===== src/rtl/logic_op_pkg.sv =====
// Shared operator codes and FSM state encoding for the logic_op_array slice.
package logic_op_pkg;

  typedef enum logic [1:0] {
    OP_AND  = 2'd0,
    OP_OR   = 2'd1,
    OP_XOR  = 2'd2,
    OP_XNOR = 2'd3
  } op_t;

  typedef enum logic [1:0] {
    ST_RUN   = 2'd0,
    ST_DRAIN = 2'd1,
    ST_SWAP  = 2'd2
  } state_t;

endpackage


===== src/rtl/logic_op_array_if.sv =====
// Valid/ready stream bundle: operand beats in, result beats out.
interface logic_op_array_if #(
  parameter int CHANNELS = 2,
  parameter int WIDTH    = 1
);
  logic                      s_valid;
  logic                      s_ready;
  logic [CHANNELS*WIDTH-1:0] s_a;
  logic [CHANNELS*WIDTH-1:0] s_b;
  logic                      m_valid;
  logic                      m_ready;
  logic [CHANNELS*WIDTH-1:0] m_out;

  modport master (
    output s_valid, s_a, s_b, m_ready,
    input  s_ready, m_valid, m_out
  );

  modport slave (
    input  s_valid, s_a, s_b, m_ready,
    output s_ready, m_valid, m_out
  );
endinterface


===== src/rtl/logic_op_lane.sv =====
// One lane of the array: bitwise operator selected by op.
module logic_op_lane
  import logic_op_pkg::*;
#(
  parameter int WIDTH = 1
) (
  input  op_t              op,
  input  logic [WIDTH-1:0] a,
  input  logic [WIDTH-1:0] b,
  output logic [WIDTH-1:0] y
);

  always_comb begin
    y = '0;
    case (op)
      OP_AND:  y = a & b;
      OP_OR:   y = a | b;
      OP_XOR:  y = a ^ b;
      OP_XNOR: y = ~(a ^ b);
      default: y = '0;
    endcase
  end

endmodule


===== src/rtl/logic_op_array.sv =====
// N-lane bitwise logic unit: 2-stage valid/ready pipeline with shadowed
// per-lane operators that swap in only once the pipeline has drained.
module logic_op_array
  import logic_op_pkg::*;
#(
  parameter int  CHANNELS   = 2,
  parameter int  WIDTH      = 1,
  parameter op_t DEFAULT_OP = OP_AND,
  localparam int CHW        = (CHANNELS > 1) ? $clog2(CHANNELS) : 1
) (
  input  logic           clk,
  input  logic           rst,
  input  logic           cfg_we,
  input  logic [CHW-1:0] cfg_ch,
  input  logic [1:0]     cfg_op,
  input  logic           commit,
  output logic           busy,
  logic_op_array_if.slave bus
);

  localparam int DW = CHANNELS * WIDTH;

  state_t          r_state;
  state_t          w_state_nxt;
  op_t             r_op_shd [CHANNELS];
  op_t             r_op_act [CHANNELS];
  logic            r_v1;
  logic            r_v2;
  logic [DW-1:0]   r_a;
  logic [DW-1:0]   r_b;
  logic [DW-1:0]   r_res;
  logic [DW-1:0]   w_res;
  logic            w_en;
  logic            w_swap;

  assign w_en        = !r_v2 || bus.m_ready;
  assign bus.s_ready = w_en && (r_state == ST_RUN);
  assign bus.m_valid = r_v2;
  assign bus.m_out   = r_res;
  assign busy        = (r_state != ST_RUN);

  always_ff @(posedge clk or posedge rst) begin
    if (rst) r_state <= ST_RUN;
    else     r_state <= w_state_nxt;
  end

  always_comb begin
    w_state_nxt = r_state;
    w_swap      = 1'b0;
    case (r_state)
      ST_RUN:   if (commit) w_state_nxt = ST_DRAIN;
      ST_DRAIN: if (!r_v1 && !r_v2) w_state_nxt = ST_SWAP;
      ST_SWAP: begin
        w_swap      = 1'b1;
        w_state_nxt = ST_RUN;
      end
      default:  w_state_nxt = ST_RUN;
    endcase
  end

  // A write landing in the SWAP cycle reaches the shadow only: the active
  // copy samples the pre-write shadow value on the same edge.
  always_ff @(posedge clk or posedge rst) begin
    if (rst) begin
      for (int unsigned i = 0; i < CHANNELS; i++) begin
        r_op_shd[i] <= DEFAULT_OP;
        r_op_act[i] <= DEFAULT_OP;
      end
    end else begin
      if (w_swap) begin
        for (int unsigned i = 0; i < CHANNELS; i++) r_op_act[i] <= r_op_shd[i];
      end
      if (cfg_we && (int'(cfg_ch) < CHANNELS)) r_op_shd[cfg_ch] <= op_t'(cfg_op);
    end
  end

  always_ff @(posedge clk or posedge rst) begin
    if (rst) begin
      r_v1  <= 1'b0;
      r_v2  <= 1'b0;
      r_a   <= '0;
      r_b   <= '0;
      r_res <= '0;
    end else if (w_en) begin
      r_v1  <= bus.s_valid && bus.s_ready;
      r_a   <= bus.s_a;
      r_b   <= bus.s_b;
      r_v2  <= r_v1;
      r_res <= w_res;
    end
  end

  for (genvar c = 0; c < CHANNELS; c++) begin : g_lane
    logic_op_lane #(.WIDTH(WIDTH)) u_lane (
      .op (r_op_act[c]),
      .a  (r_a[c*WIDTH +: WIDTH]),
      .b  (r_b[c*WIDTH +: WIDTH]),
      .y  (w_res[c*WIDTH +: WIDTH])
    );
  end

endmodule


===== src/flat_wrapper.sv =====
// flat-port wrapper written by rule: the top's interface ports become plain ports
module logic_op_array_flat import logic_op_pkg::*;
#(
  parameter int  CHANNELS   = 2,
  parameter int  WIDTH      = 1,
  parameter op_t DEFAULT_OP = OP_AND,
  localparam int CHW        = (CHANNELS > 1) ? $clog2(CHANNELS) : 1
)
  (clk, rst, cfg_we, cfg_ch, cfg_op, commit, busy, bus_s_valid, bus_s_a, bus_s_b, bus_m_ready, bus_s_ready, bus_m_valid, bus_m_out);
  logic_op_array_if #(.CHANNELS(CHANNELS), .WIDTH(WIDTH)) bus_i ();
  input  logic clk;
  input  logic rst;
  input  logic cfg_we;
  input  logic [CHW-1:0] cfg_ch;
  input  logic [1:0] cfg_op;
  input  logic commit;
  output logic busy;
  input wire logic [$bits(bus_i.s_valid)-1:0] bus_s_valid;
  input wire logic [$bits(bus_i.s_a)-1:0] bus_s_a;
  input wire logic [$bits(bus_i.s_b)-1:0] bus_s_b;
  input wire logic [$bits(bus_i.m_ready)-1:0] bus_m_ready;
  output wire logic [$bits(bus_i.s_ready)-1:0] bus_s_ready;
  output wire logic [$bits(bus_i.m_valid)-1:0] bus_m_valid;
  output wire logic [$bits(bus_i.m_out)-1:0] bus_m_out;
  assign bus_i.s_valid = bus_s_valid;
  assign bus_i.s_a = bus_s_a;
  assign bus_i.s_b = bus_s_b;
  assign bus_i.m_ready = bus_m_ready;
  assign bus_s_ready = bus_i.s_ready;
  assign bus_m_valid = bus_i.m_valid;
  assign bus_m_out = bus_i.m_out;
  logic_op_array #(.CHANNELS(CHANNELS), .WIDTH(WIDTH), .DEFAULT_OP(DEFAULT_OP)) u_core (.clk(clk), .rst(rst), .cfg_we(cfg_we), .cfg_ch(cfg_ch), .cfg_op(cfg_op), .commit(commit), .busy(busy), .bus(bus_i));
endmodule

===== config.mk =====
export PLATFORM = sky130hd
export DESIGN_NAME = logic_op_array_flat
export DESIGN_NICKNAME = d
export VERILOG_FILES = /design/src/rtl/logic_op_pkg.sv /design/src/rtl/logic_op_array_if.sv /design/src/rtl/logic_op_lane.sv /design/src/rtl/logic_op_array.sv /design/src/flat_wrapper.sv
export SDC_FILE = /design/constraint.sdc
export NUM_CORES = 1
export LEC_CHECK = 0
export ABC_AREA = 1
export CAP_MARGIN = 20
export CELL_PAD_IN_SITES_DETAIL_PLACEMENT = 1
export CELL_PAD_IN_SITES_GLOBAL_PLACEMENT = 1
export CORE_MARGIN = 8
export CORE_UTILIZATION = 35
export DETAILED_ROUTE_END_ITERATION = 8
export GPL_TIMING_DRIVEN = 0
export PLACE_DENSITY = 0.84
export SETUP_SLACK_MARGIN = 0.4
export SYNTH_ARGS = -nofsm -noshare
export SYNTH_HDL_FRONTEND = slang
export SYNTH_SLANG_ARGS = --single-unit
export TNS_END_PERCENT = 5

===== constraint.sdc =====
create_clock -name clk -period 1.1 [get_ports clk]
set_input_delay 0.22 -clock clk [delete_from_list [all_inputs] [get_ports clk]]
set_output_delay 0.22 -clock clk [all_outputs]
set_load 0.01 [all_outputs]

After elaboration in Yosys (flattened, before gate mapping):

Index checks and enable logic that the tools add are counted.

* $lt $le $gt $ge: 2
* reduce and logical (&&, ||, !) cells: 12
* bitwise logic cells: 9
* equality and inequality tests: 10
* multiplexer cells: 9

Operators by type and width (count)
* 2-bit == test, second input constant: 5
* 1-bit case mux with 4 select lines: 2
* 2-bit by 1-bit == test with 1-bit output, second input constant: 3
* 2-bit zero test: 3
* 2-bit two-way mux: 3
* 4-bit bitwise mux: 1
* 1-bit logical AND: 4
* 2-bit case mux with 2 select lines: 1
* 1-bit AND: 2
* 2-bit demux with 1-bit select: 1
* 2-bit greater-or-equal comparator, second input constant: 1
* 1-bit zero test: 2
* 2-bit by 1-bit less-than comparator with 1-bit output, second input constant: 1
* 2-bit by 1-bit != test with 1-bit output, second input constant: 1
* 2-bit != test, second input constant: 1
* 1-bit inverter: 2
* 1-bit inverter with 2-bit output: 1
* 1-bit bitwise OR: 2
* 2-bit AND reduction: 1
* 2-bit nonzero test: 1
* 1-bit XOR: 2
* 1-bit logical OR: 1
* 1-bit two-way mux: 1

* register bits: 18
* input port bits: 13
* logic and storage cells: 52
* output and inout bits: 5

Depth between registers and ports, before layout:

Gate-level depths: netlist of run 1.

* depth after elaboration: 6
* gate-level depth with buffers: 6
* gate-level depth less buffers: 6

Hierarchy:

A second synthesis of run 1 with hierarchy kept.

* cell total of the unflattened synthesis: 113
* area, all modules: 875.8 um2

Modules (own cells, without submodules)
* logic_op_array: seq. area each 450.4 um2, cells each 81, times used 1, area each 718.2 um2
* logic_op_lane: seq. area each 0.0 um2, cells each 16, times used 2, area each 78.8 um2

Worst setup path after synthesis of run 1:

Ideal clock, no wire load.

* path kind: reg-to-reg
* start point: register u_core.r_a[1]
* end point: register u_core.r_res[1] (netlist: u_core.bus.m_out[1])
* data required time: 1.023 ns
* buffers on the path: 0
* period minus slack after synthesis: 1.020 ns
* path slack: 0.080 ns
* setup time: 0.077 ns
* data arrival time: 0.943 ns
* cell stages (with the launch flop): 6
* path through: dfrtp_1 -> inv_1 -> ha_1 -> nand3_1 -> nand3_1 -> a21oi_1

* word-level cells in the longest chain between the ends: 3
* elaborated cells between the ends (all ways): 5
* classes of those cells: mux (1); bitwise (4)

Ends and longest elaborated chain
* from (decl): line logic_op_array.sv:29 `logic [DW-1:0] r_a;`
* from (signal assigned): line logic_op_array.sv:86 `r_a <= bus.s_a;`
* 1-bit XOR: line logic_op_lane.sv:18, logic_op_lane.sv:19
* 1-bit inverter: line logic_op_lane.sv:19 `OP_XNOR: y = ~(a ^ b);`
* 1-bit case mux with 4 select lines (*): line logic_op_lane.sv:15 `case (op)`
* to (signal assigned): line logic_op_array.sv:89 `r_res <= w_res;`
* to (decl): line logic_op_array.sv:31 `logic [DW-1:0] r_res;`

Mark *: on every way between the ends. The rest lies on a longest branch, timed or not.
A chain may end at the register's enable or synchronous reset.

Final worst setup path of run 1:

* start point: register u_core.r_state[0]
* end point: output bus_s_ready

* word-level cells in the longest chain between the ends: 2

Ends and longest elaborated chain
* from (decl): line logic_op_array.sv:23 `state_t r_state;`
* from (signal assigned): line logic_op_array.sv:44 `else r_state <= w_state_nxt;`
* 2-bit zero test: line logic_op_array.sv:37 `assign bus.s_ready = w_en && (r_state == ST_RUN);`
* 1-bit logical AND: line logic_op_array.sv:37
* to (decl): line flat_wrapper.sv:22 `output wire logic [$bits(bus_i.s_ready)-1:0] bus_s_ready;`

No other way between the ends.

==> flow_summary.ini, run 1 <==
[global_routing]
grt_usage = 0.110
antenna_found_initial = 0
grt_pass1_vias = 795
grt_pass1_wl_um = 3620
grt_overflow = 0
grt_max_degree = 19

[route]
drtPass1Iterations = 2
wire_per_inst_um = 14.8
drt-total-wl_um = 2250
vias_per_cell = 4.82
via_count = 732
drc_errors = 0
first_iter_violations = 12
ant_nets = 0

[sta]
final-max-slew-violation-count = 0
maxSlewHeadroom = 0.729
hold_viol = 0
setup_ws_ps = -290
period_share = 1.26
rsz0062_at_grt = true
setup_violations = 8
max_freq_ghz = 0.720
tightestPinTransition_ps = 405
fin_worst_skew_ps = 2.49
period_minus_slack_ps = 1390

[setup_path]
start_kind = register
path_max_fanout = 2
r2r-start = u_core.r_state[0]
startpoint = u_core.r_state[0]
worst-setup-path-type = register to output port
crit_path_end_kind = output port
worst_ep_arrival_time_ps = 1170
crit_required_ps = 880

[hold_path]
hold_class = primary input to async pin

[cts]
numCtsBuffers = 3
clock-sinks = 18
h-tree-depth = 1
cts_tree = done
clock_latency_ps = 290
clk_pin_slew_worst_paths_ps = 100
hold_buffers = 0
clockBufferDepth = 2
cts.root.buffer_cell = clkbuf_4

[yosys]
synth_area_um2 = 841
syn_nets = 112
yosysUniqueCellTypes = 14
seq_area_frac_synth = 0.536
yosys_register_bits = 18
ys_warn_count = 0
netlist_instances = 95
syn_avg_cell_area_um2 = 8.85

[cells_and_area]
n_antenna_cell = 0
regArea_um2 = 450
drive_gt1_frac = 0.379
multi_input_area_um2 = 387
fin_util = 0.542
fin_nets = 142
area_growth_syn_to_layout_pct = 44.0
fill_cells = 271

[die]
die_w_um = 65.0
rows = 17
die-area_mm2 = 0.00423
initial_core_util = 0.376
die_y_um = 65.0
core-area_mm2 = 0.00223
ios = 18

[status]
violations = negative setup slack
status = complete, but fails checks

[power_and_ir_drop]
p_leak_nw = 0.592
p_per_area_mw_per_mm2 = 2580
ir_worst_vdd_mv = 1.27
p_total_w = 0.00313

[run]
max-cap-violations = 0

[placement]
io_buffers = 17
gp_congestion = 0.678
hpwl_um = 1510
-- layout make-up --
class,count,area share
Timing Repair Buffer,25,0.176
Inverter,17,0.0579
Clock buffer,4,0.0300
Buffer,1,0.0165
Sequential cell,18,0.372
Tap cell,28,0.0289
Multi-Input combinational cell,59,0.319
-- Yosys cell counts, drive strengths merged --
| cell | instances | area [um^2] |
|---|---|---|
| nand2 | 20 | 75.1 |
| nor4 | 1 | 6.26 |
| inv | 17 | 63.8 |
| nor2 | 12 | 52.6 |
| ha | 4 | 50.1 |
| nand3 | 4 | 20.0 |
| buf | 1 | 11.3 |
| dfrtp | 18 | 450 |
| a21oi | 8 | 40.0 |
| o31ai | 1 | 7.51 |
| o21ai | 9 | 63.8 |
-- critical path, cell delays in order (launching register included) --
cell	delay (ps)
dfrtp_1	410
nor2_2	150
inv_2	70
nor2_4	130
buf_6	110
-- state kept, by name, indices dropped and copies added, names as in the netlist --
signal,cells
u_core.r_v1,1
u_core.r_state,2
u_core.r_a,2
u_core.r_op_act,4
u_core.bus.m_valid,1
u_core.bus.m_out,2
u_core.r_op_shd,4
u_core.r_b,2
-- metrics by stage --
stage / TNS, ps / setup WS, ps / cell area (um^2) / std cells / hold slack (ps)
6_report: -675 / -290 / 1210 / 152 / 261
5_1_grt: -1530 / -364 / 1210 / 152 / 294
4_1_cts: -680 / -270 / 1170 / 150 / 265
3_5_place_dp: -3110 / -597 / 1070 / 140 / 458
3_3_place_gp: -2220 / -576 / 1070 / 140 / 451
2_1_floorplan: 0 / 102 / 868 / 95 / 159
-- what timing repair did --
action / CTS / global route
pin swaps: 7 / 3
resized for setup: 36 / 10
buffers inserted: 6 / 2
endpoints found under the setup margin: 41 / 20
-- report_power, final --
group	switching (W)	internal [W]	total [W]
clock	0.000199	0.000202	0.000401
sequential	0.000194	0.000910	0.00110
combinational	0.000860	0.000764	0.00162
-- cell families (layout without fill, tap and decap cells) --
family | Yosys count | after routing | synth area share
AND/OR/NAND/NOR | 37 | 37 | 0.183
AO/OA/AOI/OAI | 18 | 18 | 0.132
flip-flops | 18 | 18 | 0.536
buffers and inverters | 18 | 47 | 0.0893
adder cells (fa/ha/maj) | 4 | 4 | 0.0595
-- layer usage --
| layer | track usage | up-vias | routed length (um) |
|---|---|---|---|
| li1 | - | 355 | - |
| met1 | 0.121 | 356 | 920 |
| met2 | 0.190 | 14 | 1180 |
| met3 | 0.0344 | 7 | 93 |
| met4 | 0.0490 | 0 | 54 |
| met5 | 0 | - | 0 |
-- layout by cell type (no fill, tap or decap), types with 3 or more instances in the layout --
master / netlist / final
nand3_1: 4 / 4
nand2_1: 20 / 12
nand2_2: 0 / 6
clkbuf_4: 0 / 3
nor2_1: 11 / 8
buf_2: 0 / 4
clkdlybuf4s50_1: 0 / 10
inv_2: 2 / 7
o21ai_2: 5 / 5
inv_1: 15 / 8
dfrtp_1: 18 / 18
buf_4: 0 / 7
a21oi_1: 8 / 7
-- final timing paths --
kind                                      end  slack, ps  depth (start not counted)
min in group clk           u_core.r_op_shd[3]        350                          4
setup reg to reg            u_core.r_state[0]        -90                          7
setup / recovery                  bus_s_ready       -290                          4
hold reg to reg             u_core.r_state[1]        470                          1
max in group asynchronous       u_core.r_a[1]        590                          2
hold / removal             u_core.bus.m_valid        260                          2
Power figures use the tool's default switching activity.
==> inputs of run 2 (changes only) <==
CORE_MARGIN = 1.5   (was 8)
==> flow_summary.ini, run 2 (synthesized netlist as in run 1, its figures left out) <==
[status]
status = complete, but fails checks
violations = negative setup slack

[sta]
fin_worst_skew_ps = 3.93
rsz0062_at_grt = true
period_share = 1.26
setup_ws_ps = -283
tightestPinTransition_ps = 390
max_freq_ghz = 0.723
setup_violations = 3
hold_viol = 0
maxSlewHeadroom = 0.740
period_minus_slack_ps = 1380
final-max-slew-violation-count = 0

[die]
rows = 17
core-area_mm2 = 0.00223
die_w_um = 52.0
die-area_mm2 = 0.00271
ios = 18
die_y_um = 52.0
initial_core_util = 0.376

[global_routing]
grt_pass1_wl_um = 3480
grt_usage = 0.183
antenna_found_initial = 0
grt_overflow = 0
grt_pass1_vias = 768
grt_max_degree = 19

[run]
max-cap-violations = 0

[cells_and_area]
top_regs = u_core.r_op_act (4), u_core.r_op_shd (4)
final_area_mm2 = 0.00127
area_growth_syn_to_layout_pct = 51.6
layout_commonest_cell = dfrtp_1
drive_gt1_frac = 0.451
n_antenna_cell = 0
fin_cells = 150
fin_util = 0.571
fin_nets = 140
final_cell_mix = 18 x dfrtp_1, 11 x nand2_1, 10 x clkdlybuf4s50_1, 8 x nand2_2, 8 x inv_1

[cts]
clock_latency_ps = 300
clockBufferDepth = 2
cts.root.buffer_cell = clkbuf_4
cts_tree = done
hold_buffers = 0
h-tree-depth = 1
clock-sinks = 18
clk_pin_slew_worst_paths_ps = 110
numCtsBuffers = 3

[placement]
gp_congestion = 0.707
placed_cell_area_mm2 = 0.00107
hpwl_um = 1410
place_ws_ps = -606
placed_cells_incl_taps = 140
io_buffers = 17

[route]
vias_per_cell = 4.91
via_count = 737
drtPass1Iterations = 4
drt-total-wl_um = 2220
wire_per_inst_um = 14.8
drc_errors = 0
first_iter_violations = 5
ant_nets = 0

[setup_path]
worst-setup-path-type = register to output port
start_kind = register
crit_required_ps = 880
worst_ep_arrival_time_ps = 1160
crit_path_end_kind = output port
path_max_fanout = 2

[power_and_ir_drop]
p_per_area_mw_per_mm2 = 2660
p_leak_nw = 0.584
ir_worst_vdd_mv = 1.62

[hold_path]
hold_class = primary input to async pin
[run 2: changes by cell type in the layout (fill, tap and decap cells not counted), sizes merged]
cell / delta
buf: -2
[run 2: repair_timing]
item / CTS / global route
pin swaps: 13 / 10
resized for setup: 38 / 25
setup endpoints to repair: 41 / 21
setup buffers: 4 / 2
[run 2: power breakdown]
group          internal (W)  total, W  leakage [nW]  switching [W]
clock              0.000202  0.000430        0.0210       0.000228
combinational      0.000848   0.00183         0.347       0.000986
sequential         0.000909   0.00113         0.216       0.000218
[run 2: worst max-delay path, stage by stage (launching register included)]
cell and delay, ps:
dfrtp_1 410, nor2_2 150, inv_2 70, nor2_4 110, buf_6 110
[run 2: area by class of cell]
| type | count | area (um^2) |
|---|---|---|
| inverter | 17 | 70.1 |
| clock buffer | 4 | 36.3 |
| sequential | 18 | 450 |
| buffer | 1 | 20.0 |
| multi-input combinational | 59 | 458 |
| tap | 28 | 35.0 |
| timing repair buffer | 23 | 205 |
| fill | 262 | 958 |
[run 2: layer usage]
layer  wire length [um]  track usage
met3                 63       0.0431
met1                858        0.200
met5                  0            0
met4                 57       0.0789
met2               1240        0.333
[run 2: worst paths after layout]
path	endpoint	cells after the start	start	slack, ps
setup / recovery	bus_s_ready	4	u_core.r_state[0]	-280
hold / removal	u_core.bus.m_valid	2	rst	240
setup reg to reg	u_core.bus.m_out[0]	6	u_core.r_b[0]	-10
hold reg to reg	u_core.r_state[1]	1	u_core.r_v1	530
max in group asynchronous	u_core.bus.m_out[1]	2	rst	610
min in group clk	u_core.r_op_shd[1]	3	cfg_ch	330
[run 2: stage by stage]
stage	total power (W)	hold slack [ps]	TNS, ps
after global placement	0.00220	451	-2130
after CTS	0.00291	260	-445
after floorplan	0.00182	159	0
after detailed placement	0.00230	461	-2730
after global routing	0.00364	257	-853
final	0.00339	238	-488
==> edit 1: new RTL, flow settings as in run 2 <==
Add an input register stage for `cfg_we`, `cfg_ch` and `cfg_op`; this delays them by one clock. The other inputs are not delayed to match.
--- a/src/rtl/logic_op_array.sv
+++ b/src/rtl/logic_op_array.sv
@@ -19,6 +19,16 @@
 );
 
   localparam int DW = CHANNELS * WIDTH;
+
+  logic cfg_we_q;
+  logic [CHW-1:0] cfg_ch_q;
+  logic [1:0] cfg_op_q;
+
+  always_ff @(posedge clk) begin
+    cfg_we_q <= cfg_we;
+    cfg_ch_q <= cfg_ch;
+    cfg_op_q <= cfg_op;
+  end
 
   state_t          r_state;
   state_t          w_state_nxt;
@@ -70,7 +80,7 @@
       if (w_swap) begin
         for (int unsigned i = 0; i < CHANNELS; i++) r_op_act[i] <= r_op_shd[i];
       end
-      if (cfg_we && (int'(cfg_ch) < CHANNELS)) r_op_shd[cfg_ch] <= op_t'(cfg_op);
+      if (cfg_we_q && (int'(cfg_ch_q) < CHANNELS)) r_op_shd[cfg_ch_q] <= op_t'(cfg_op_q);
     end
   end
 
Formal check against the unedited RTL: not equivalent (a bounded check fails within 10 cycles, from zero or initial values and one cycle with rst high).
==> edit 1 against run 2 <==
- the run still ends with setup timing left
- area after synthesis is 9.5% higher
- wire length is 6.6% lower
- sequential cell count is 4 higher
- power is 3.9% lower
- setup slack better by 36 ps
- design area is 3.1% higher
- first-iteration DRC count stayed put
- count of clock-buffer cells in the layout stayed put
- largest cell class is now sequential cells
==> edit 1: results (changes against run 2) <==
Share of synthesized registers carrying an async set or reset: 0.818 (was 1.00). The worst flop-to-flop path endpoint is u_core.bus.m_out[1]$_DFFE_PP0N_ (was u_core.bus.m_out[0]$_DFFE_PP0N_). The highest fanout seen on the critical path is 2 (unchanged). The worst-case clock skew was 10.1 ps (was 3.93 ps). The top cell family by delay on the critical path is flip-flops (unchanged). The wire length per cell after detailed routing is 13.3 um (was 14.8 um), and the clock-pin slew of the registers on the worst-case setup and hold paths is 130 ps (was 110 ps).

For the number of global-route vias before repair, the log shows 816 (was 768). The logs give -247 ps (was -283 ps) for the worst-case setup margin in the final layout and 22 (was 18) for the sequential cell count of the final layout. The fraction of area in non-clock buffers is 0.158 (was 0.177). Violated checks: setup timing (unchanged).

The storage element area was 533 um2 (was 450 um2); the clock tree cell share of total cell area was 0.0200 (was 0.0285). The logs give -445 ps (was -488 ps) for the total negative slack and 2 (unchanged) for the largest buffer count on any clock path. The number of endpoints failing setup at the final stage is 4 (was 3), and the total area of multi-input combinational cells is 439 um2 (was 458 um2). For the number of buffers inserted during clock tree synthesis, the log shows 3 (unchanged). The tools report the worst setup timing slack at the placement stage as -585 ps (was -606 ps). Total of plain and repair buffers excluding clock buffers: 23 (was 24). Leading cell types by total area after synthesis: sky130_fd_sc_hd__dfrtp_1 49%, sky130_fd_sc_hd__dfxtp_1 8.7%, sky130_fd_sc_hd__nand2_1 8.2%, sky130_fd_sc_hd__inv_1 6.1%, sky130_fd_sc_hd__ha_1 5.4% (was sky130_fd_sc_hd__dfrtp_1 54%, sky130_fd_sc_hd__nand2_1 8.9%, sky130_fd_sc_hd__inv_1 6.7%, sky130_fd_sc_hd__ha_1 6.0%, sky130_fd_sc_hd__o21ai_2 5.2%). The register-to-register setup slack was -10 ps (about the same).

The fraction of layout cells with a size suffix above 1 was 0.440 (was 0.451); the global-route wire length before repair was 3420 um (was 3480 um). The data arrival time of the worst path was 1130 ps (was 1160 ps); the number of library cell types mapped by synthesis was 15 (was 14). The net count reported at finish was 143 (was 140). The overall routing resource usage came out at 0.166 (was 0.183).

The number of nets produced by synthesis is 116 (was 112). The run gives 1470 um (was 1410 um) as the half-perimeter wire length of the detailed placement result. Launch point of the worst reg-to-reg path: u_core.r_a[1]$_DFFE_PP0N_ (was u_core.r_b[0]$_DFFE_PP0N_). The flow ran to the end, but the final reports show violations. The total number of vias was 730 (was 737); the number of filler cells placed in the layout was 289 (was 262). The cell leakage power was 0.604 nW (was 0.584 nW); the slew at the pin closest to its max-slew limit was 413 ps (was 390 ps). The register area share after synthesis came out at 0.576 (was 0.536). The count of instances resized after the clock tree is built came out at 43 (was 38). The placer congestion estimate was 0.707 (about the same). The number of buffers inserted to repair setup after CTS is 2 (was 4), and the worst supply voltage drop on vdd is 0.00124 V (was 0.00162 V).
## edit 1: logic make-up after synthesis
kind of cell	after synthesis	synth area share
simple gates	37	0.167
compound gates	18	0.121
buf+inv	18	0.0815
flops	22	0.576
fa+ha+maj	4	0.0543
## edit 1: per-stage QoR
stage | hold slack (ps) | area [um2] | instances
floorplan | 159 | 948 | 99
global placement | 459 | 1160 | 146
detailed placement | 461 | 1160 | 146
CTS | 251 | 1240 | 152
global route | 252 | 1320 | 155
finish | 242 | 1320 | 155
## edit 1: power breakdown
group	total, mW	leakage, nW	internal, mW	switching [mW]
clock network	0.382	0.0150	0.141	0.241
logic	1.60	0.339	0.736	0.864
registers	1.28	0.250	1.06	0.214
## edit 1: layer usage
metal / vias up / part of all wire / GRT usage
li1: 360 / - / -
met1: 357 / 0.41 / 0.176
met2: 11 / 0.55 / 0.319
met3: 2 / 0.028 / 0.0328
met4: 0 / 0.0082 / 0.0625
met5: - / 0 / 0
==> edit 2: new RTL, config.mk and constraints of run 2 <==
Made on the original files. `CHANNELS` is set to 2 in 3 places; all go to 4.
--- a/src/rtl/logic_op_array_if.sv
+++ b/src/rtl/logic_op_array_if.sv
@@ -1,6 +1,6 @@
 // Valid/ready stream bundle: operand beats in, result beats out.
 interface logic_op_array_if #(
-  parameter int CHANNELS = 2,
+  parameter int CHANNELS = 4,
   parameter int WIDTH    = 1
 );
   logic                      s_valid;
--- a/src/rtl/logic_op_array.sv
+++ b/src/rtl/logic_op_array.sv
@@ -3,7 +3,7 @@
 module logic_op_array
   import logic_op_pkg::*;
 #(
-  parameter int  CHANNELS   = 2,
+  parameter int  CHANNELS   = 4,
   parameter int  WIDTH      = 1,
   parameter op_t DEFAULT_OP = OP_AND,
   localparam int CHW        = (CHANNELS > 1) ? $clog2(CHANNELS) : 1
--- a/src/flat_wrapper.sv
+++ b/src/flat_wrapper.sv
@@ -1,7 +1,7 @@
 // flat-port wrapper written by rule: the top's interface ports become plain ports
 module logic_op_array_flat import logic_op_pkg::*;
 #(
-  parameter int  CHANNELS   = 2,
+  parameter int  CHANNELS   = 4,
   parameter int  WIDTH      = 1,
   parameter op_t DEFAULT_OP = OP_AND,
   localparam int CHW        = (CHANNELS > 1) ? $clog2(CHANNELS) : 1
Interface: changed (resized bus_m_out, bus_s_a, bus_s_b and cfg_ch); port bits go from 18 to 25. The function was not compared with the original's and may differ.
==> edit 2 against run 2 <==
- design area rose by 69%
- sequential cell count is 14 higher
- clock power grew to 2.9 times the old value
- utilization is 7.3 points lower
- via count up 65%
- critical path depth did not move
- power increased by 63%
- area after synthesis is 86% higher
- setup slack improved by 93 ps
- final cell count increased by 72%
- wire length is 51% higher
- die area is 80% higher
- the run ends with hold timing, setup timing left
==> edit 2: results (changes against run 2) <==
The flow ran to the end, but the final reports show violations. Violated checks: hold timing, setup timing (was setup timing). The run gives 14 (was 3) as the number of endpoints failing setup at the final stage. The worst supply voltage drop on vdd was 0.00114 V (was 0.00162 V). The data arrival time of the worst path is 1070 ps (was 1160 ps), and the net count reported at finish is 231 (was 140). The total detailed-routing wirelength was 3350 um (was 2220 um). The number of failing hold endpoints at the final stage was 14 (was 0).

The post-route worst hold slack came out at -49.8 ps (was 238 ps). The placer congestion estimate was 0.740 (was 0.707). Detailed-router iteration count before antenna repair: 3 (was 4). The number of H-tree levels is 2 (was 1).

The fraction of layout cells with a size suffix above 1 is 0.403 (was 0.451), and the global-route wire length before repair is 5840 um (was 3480 um). The number of nets produced by synthesis is 194 (was 112). The number of library cell types mapped by synthesis was 20 (was 14). The logs give 1217 (was 737) for the total number of vias and 258 (was 150) for the non-filler instance count after layout. The slew at the pin closest to its max-slew limit came out at 356 ps (was 390 ps). Number of buffers inserted during clock tree synthesis: 5 (was 3).

Worst-case clock skew: 7.76 ps (was 3.93 ps). The run gives 1296 (was 768) as the number of global-route vias before repair. The logs give -190 ps (was -283 ps) for the worst-case setup margin in the final layout and -697 ps (was -606 ps) for the worst setup timing slack at the placement stage.

For the overall routing resource usage, the log shows 0.154 (was 0.183). The logs give 504 (was 262) for the number of filler cells placed in the layout and 1900 um2 (was 1070 um2) for the post-placement cell area. Leading cell types by total area after synthesis: sky130_fd_sc_hd__dfrtp_1 51%, sky130_fd_sc_hd__ha_1 6.4%, sky130_fd_sc_hd__nand2_1 5.5%, sky130_fd_sc_hd__o21ai_2 5.0%, sky130_fd_sc_hd__inv_1 4.6% (was sky130_fd_sc_hd__dfrtp_1 54%, sky130_fd_sc_hd__nand2_1 8.9%, sky130_fd_sc_hd__inv_1 6.7%, sky130_fd_sc_hd__ha_1 6.0%, sky130_fd_sc_hd__o21ai_2 5.2%). The highest cell delay on the worst timing path works out to 380 ps (was 410 ps). The number of port buffers is 24 (was 17).
-- edit 2: cell types whose count changed after synthesis, sizes merged --
| cell | delta |
|---|---|
| inv | +9 |
| dfrtp | +14 |
| ha | +4 |
| o21ai | +8 |
| nor2 | +8 |
| nand2 | +12 |
| nand3 | +8 |
| a21oi | +8 |
| buf | +2 |
-- edit 2: worst max-delay path: cells and delay by family (launching register included) --
family / cells / cell delay, ps
flops: 1 / 380
simple gates: 2 / 230
buf+inv: 2 / 170
-- edit 2: cell families (layout without fill, tap and decap cells) --
logic type | count (synthesis) | after routing | synth area share
buf+inv | 29 | 67 | 0.0856
flops | 32 | 32 | 0.512
fa+ha+maj | 8 | 8 | 0.0640
simple gates | 65 | 65 | 0.202
compound gates | 34 | 34 | 0.137
-- edit 2: per-layer routing --
metal  global-route usage  vias to the layer above  part of all wire  wire length, um
met2                0.263                       18              0.53             1760
met3               0.0436                        6             0.034              115
li1                     -                      618                 -                -
met1                0.180                      575              0.42             1410
met5                    0                        -                 0                0
met4               0.0641                        0             0.019               65
-- edit 2: area by class of cell --
| type | instances | area [um2] | area share |
|---|---|---|---|
| flip-flops and latches | 32 | 801 | 0.372 |
| multi-input cells | 107 | 729 | 0.339 |
| repair buffers | 30 | 278 | 0.129 |
| inverters | 26 | 109 | 0.0505 |
| clock buffers | 7 | 96.3 | 0.0447 |
| well taps | 52 | 65.1 | 0.0302 |
| plain buffers | 3 | 46.3 | 0.0215 |
| clock inverters | 1 | 30.0 | 0.0139 |
-- edit 2: per-stage QoR --
step | setup TNS [ps] | util
2_1_floorplan | 0 | -
3_3_place_gp | -22220 | 0.432
3_5_place_dp | -6350 | 0.439
4_1_cts | -528 | 0.476
5_1_grt | -1330 | 0.498
6_report | -515 | 0.498
-- edit 2: power by group --
| group | switching (mW) | leakage [nW] | internal [mW] |
|---|---|---|---|
| logic | 1.27 | 0.587 | 1.05 |
| registers | 0.359 | 0.382 | 1.62 |
| clock network | 0.428 | 0.0645 | 0.798 |
-- edit 2: timing repair --
action	CTS	global route
setup endpoints to repair	71	55
endpoints found under the hold margin	0	14
setup buffers	3	2
pin swaps	8	7
gates resized for setup	49	22
-- edit 2: path summary, 6_finish.rpt --
kind	startpoint	end	slack, ps	cells after the start
max	u_core.r_state[0]$_DFFE_PP0P_	bus_s_ready	-190	4
min	rst	u_core.r_op_shd[3]$_DFFE_PP0P_	-50	2
max reg2reg	u_core.bus.m_valid$_DFFE_PP0N_	u_core.bus.m_out[0]$_DFFE_PP0N_	-30	7
min reg2reg	u_core.r_op_shd[7]$_DFFE_PP0P_	u_core.r_op_shd[7]$_DFFE_PP0P_	500	2
max in group asynchronous	rst	u_core.r_a[2]$_DFFE_PP0N_	770	3
min in group clk	cfg_ch[1]	u_core.r_op_shd[3]$_DFFE_PP0P_	420	3
